===== src/rtl/inst_loader.sv =====
// inst_loader: byte-serial loader assembling 32-bit words into instruction memory while holding the CPU in reset.
module inst_loader #(
  parameter int AW = 6,
  parameter int NW = 7
) (
  input  logic          clka,
  input  logic          rsta,
  input  logic          starta,
  input  logic [NW-1:0] lena,
  input  logic [7:0]    dina,
  input  logic          vala,
  output logic          rdya,
  output logic          wea,
  output logic [AW-1:0] addra,
  output logic [31:0]   douta,
  output logic          busya,
  output logic          donea,
  output logic          erra,
  output logic          cpu_rsta
);
  typedef enum logic [1:0] {IDLE, RECV, WRITE, DONE} state_t;
  localparam logic [NW:0] MAXW = (NW+1)'(2**AW);
  state_t        state_q, state_d;
  logic [NW-1:0] cnt_q, cnt_d;
  logic [1:0]    bcnt_q, bcnt_d;
  logic [AW-1:0] addr_q, addr_d;
  logic [31:0]   data_q, data_d;
  logic          err_q, err_d;
  logic          len_ok;
  assign len_ok = (lena != '0) && ({1'b0, lena} <= MAXW);
  always_comb begin
    state_d = state_q;
    cnt_d   = cnt_q;
    bcnt_d  = bcnt_q;
    addr_d  = addr_q;
    data_d  = data_q;
    err_d   = 1'b0;
    case (state_q)
      IDLE: if (starta) begin
        if (len_ok) begin
          cnt_d   = lena;
          addr_d  = '0;
          bcnt_d  = '0;
          state_d = RECV;
        end else err_d = 1'b1;
      end
      RECV: if (vala) begin
        data_d  = {data_q[23:0], dina};
        bcnt_d  = bcnt_q + 2'd1;
        state_d = (bcnt_q == 2'd3) ? WRITE : RECV;
      end
      WRITE: begin
        cnt_d   = cnt_q - NW'(1);
        addr_d  = addr_q + AW'(1);
        state_d = (cnt_q == NW'(1)) ? DONE : RECV;
      end
      default: state_d = IDLE;
    endcase
  end
  always_ff @(posedge clka or negedge rsta) begin
    if (!rsta) begin
      state_q <= IDLE;
      cnt_q   <= '0;
      bcnt_q  <= '0;
      addr_q  <= '0;
      data_q  <= '0;
      err_q   <= 1'b0;
    end else begin
      state_q <= state_d;
      cnt_q   <= cnt_d;
      bcnt_q  <= bcnt_d;
      addr_q  <= addr_d;
      data_q  <= data_d;
      err_q   <= err_d;
    end
  end
  assign rdya     = state_q == RECV;
  assign wea      = state_q == WRITE;
  assign busya    = (state_q == RECV) || (state_q == WRITE);
  assign donea    = state_q == DONE;
  assign erra     = err_q;
  assign addra    = addr_q;
  assign douta    = data_q;
  assign cpu_rsta = rsta & ~busya;
endmodule

===== config.mk =====
export PLATFORM = sky130hd
export DESIGN_NAME = inst_loader
export DESIGN_NICKNAME = d
export VERILOG_FILES = /design/src/rtl/inst_loader.sv
export SDC_FILE = /design/constraint.sdc
export NUM_CORES = 1
export LEC_CHECK = 0
export BUFFER_PORTS_ARGS = -buffer_cell sky130_fd_sc_hd__buf_2
export CAP_MARGIN = 20
export CORE_ASPECT_RATIO = 1.1
export CORE_MARGIN = 8
export CORE_UTILIZATION = 45
export CTS_CLUSTER_DIAMETER = 100
export DETAILED_ROUTE_END_ITERATION = 16
export PLACE_DENSITY = 0.7
export SLEW_MARGIN = 20
export SYNTH_ARGS = -nofsm -noshare
export SYNTH_HDL_FRONTEND = slang
export SYNTH_SLANG_ARGS = --single-unit

===== constraint.sdc =====
create_clock -name clka -period 2.3 [get_ports clka]
set_input_delay 0.115 -clock clka [delete_from_list [all_inputs] [get_ports clka]]
set_output_delay 0.115 -clock clka [all_outputs]
set_load 0.01 [all_outputs]

==> run_results.csv <==
group,metric,value,unit
place,place_area,2850,µm²
logic_synthesis,syn_avg_cell_area,12.17,µm²
clock_tree,path_clk_slew,0.09,ns
flow_run,drv_cap,0,
final_layout,diodes,0,
place,dp_hpwl,3.855,mm
floorplan,core,5290,µm²
timing,relSlewSlack,65.37,%
detailed_routing,first_iter_violations,90,
hold_path,hold_class,"input pin to flip-flop",
global_route,grt_overflow,0,
logic_synthesis,synth_common_cells,"dfrtp_1, mux2_2, nor2_1, o21ai_0, nand2_1",
setup_path,critPathKind,"flip-flop to flip-flop",
clock_tree,cts_tree,"done",
place,dpl.cell_count,338,
global_route,grt_pass1_wl,8.556,mm
outcome,status,"finished, final reports clean",
floorplan,ios,63,
final_layout,finalNonFillerCells,346,
clock_tree,root_buffer,"clkbuf_8",
place,port_buffers,62,
logic_synthesis,synth_area,2434,µm²
setup_path,critPathCaptureType,"flip-flop",
logic_synthesis,yosys_warnings,0,
logic_synthesis,ys_ff_latch,50,
final_layout,nNetsFinal,298,
pwr,power_leakage,1.419,nW
timing,timing.setup.tns,0,ns
setup_path,critPathTopFamily,"compound AO/OA/AOI/OAI gates",
setup_path,worst-path-buf-inv,1,
detailed_routing,wl_per_cell,15.02,µm
clock_tree,cts_setup_buffers,0,
detailed_routing,vias,1754,
pwr,vdd_drop_max,620.7,µV
detailed_routing,drc,0,
clock_tree,clk_latency,0.30,ns
floorplan,row_count,28,
final_layout,postLayoutCellArea,2943,µm²
detailed_routing,dr.pass1.iters,4,
setup_path,cp-start-kind,"flip-flop",
timing,finalSetupViolations,0,
logic_synthesis,synth_nets,227,
global_route,antenna_found_initial,0,
timing,drv_slew,0,
logic_synthesis,yosys.area.top_type,"dfrtp_1",
floorplan,start_util,46.00,%
timing,skew,0.006786,ns
clock_tree,htree_levels,2,
timing,fmax,489.6,MHz
floorplan,die_x,86.12,µm
clock_tree,cts.sinks,50,
setup_path,crit_path_cell_trace,"inv_1 > ha_1 > and3_1 > a31oi_2 > mux2_2 > o221a_2",
timing,finalCritPeriodShare,88.81,%
floorplan,die_height,93.13,µm
logic_synthesis,synth.area.top_cells,"dfrtp_1, mux2_2, ha_1",
logic_synthesis,synthCells,200,
setup_path,critical_path_peak_fanout,7,
detailed_routing,ant_nets,0,
global_route,grt_max_degree,33,
setup_path,critPathArrivalTime,2.24,ns
global_route,grt_use_total,13.36,%
timing,setup_ws,0.2574,ns
logic_synthesis,yosysMostFrequentCell,"dfrtp_1",
timing,rsz0062_at_grt,"no",
final_layout,drive_gt1_share,45.39,%
logic_synthesis,synthFlopType,"dfrtp_1",
pwr,powerDensity,1288,nW/µm²
logic_synthesis,synth-seq-area-share,51.41,%
place,gp_congestion,0.8060,
timing,finalHoldViolations,0,
logic_synthesis,synth_edf_count,0,
timing,layout_min_cycle_time,2.043,ns
logic_synthesis,synthArstFlopShare,100.0,%
global_route,grt_pass1_vias,1769,
setup_path,slowest_delay,0.40,ns
floorplan,die-area,8020,µm²
detailed_routing,via_per_inst,5.069,
setup_path,cp_data_required_time,2.50,ns
final_layout,area_growth,20.93,%
setup_path,critPathSlowestCell,"dfrtp_1",
logic_synthesis,yosysUniqueCellTypes,36,
timing,worst_pin_slew,0.5194,ns
clock_tree,cts_made_buffers,5,
clock_tree,cts_buffer_depth,2,
detailed_routing,wl,5.198,mm
logic_synthesis,synth_top_area_share,51.41,%
place,pre_cts_ws,0.2594,ns
-- layout by cell type, fill, tap and decap left out, drive strengths merged --
cell	instances
buf	69
dfrtp	50
mux2	38
nor2	12
o21ai	12
nand2	11
inv	10
a21oi	8
ha	8
mux2i	6
nor2b	5
clkbuf	5
o221a	4
a31oi	4
and3	3
nand3	3
nand2b	3
xor2	2
o2bb2ai	2
nor4	1
nor4bb	1
o31a	1
a211oi	1
nor3	1
nor3b	1
a32oi	1
a311o	1
a22oi	1
a311oi	1
and2	1
o31ai	1
nand3b	1
a32o	1
clkinv	1
dlygate4sd3	1
-- registers in the layout, indices dropped and copies added (netlist names) --
name     flops
douta       32
cnt_q        7
addra        6
bcnt_q       2
state_q      2
erra         1
-- stage by stage --
| stage | hold slack (ns) | power, mW | util, % |
|---|---|---|---|
| floorplan | -0.1806 | 2.699 | - |
| global placement | 0.1179 | 3.270 | 53.88 |
| detailed placement | 0.1268 | 3.344 | 53.88 |
| CTS | 0.02753 | 3.855 | 55.63 |
| global route | 0.02322 | 4.116 | 55.63 |
| finish | 0.03179 | 3.790 | 55.63 |
-- final timing paths --
check                                 from        end  slack [ns]  depth (start not counted)
worst max-delay path            state_q[0]   cnt_q[3]        0.26                          6
worst min-delay path               dina[6]   douta[6]        0.03                          2
worst max register to register  state_q[0]   cnt_q[3]        0.26                          6
worst min register to register   douta[31]  douta[31]        0.50                          1
max in group asynchronous             rsta   douta[8]        1.22                          3
min in group asynchronous             rsta   addra[4]        0.32                          2
-- power by group --
part           internal (mW)  switching [mW]
clock network          0.211           0.293
logic                  0.882           0.852
registers               1.28           0.275
total                   2.37            1.42
-- metal layers --
| metal | track usage, % | vias to the layer above | share of wire, % |
|---|---|---|---|
| met5 | 0 | - | 0 |
| met4 | 5.848 | 0 | 2.1 |
| met3 | 3.333 | 8 | 6.2 |
| met2 | 23.25 | 41 | 50 |
| met1 | 15.09 | 844 | 42 |
| li1 | - | 861 | - |
-- worst register-to-register path, delay by kind of cell (launching register included) --
| kind | cells | cell delay (ns) |
|---|---|---|
| compound gates | 2 | 0.61 |
| flops | 1 | 0.40 |
| mux | 1 | 0.39 |
| fa+ha+maj | 1 | 0.26 |
| simple gates | 1 | 0.20 |
| buf+inv | 1 | 0.08 |
-- logic make-up after synthesis --
group / synth area share [%]
flops: 51.41
mux: 20.05
simple gates: 9.357
compound gates: 11.31
buf+inv: 3.033
fa+ha+maj: 4.113
xor+xnor: 0.7199
-- final cells by class --
cell class	instances	area, µm²
clock buffer	5	68.82
clock inverter	2	13.76
fill	476	2347
inverter	9	33.78
multi-input combinational	135	1109
sequential	50	1251
tap	75	93.84
timing repair buffer	70	372.9
-- timing repair --
| action | in CTS | in global routing |
|---|---|---|
| setup endpoints to repair | 0 | 0 |
| hold buffers | 1 | 0 |
| resized for setup | 0 | 0 |
| endpoints found under the hold margin | 20 | 0 |
Power figures use the tool's default switching activity.
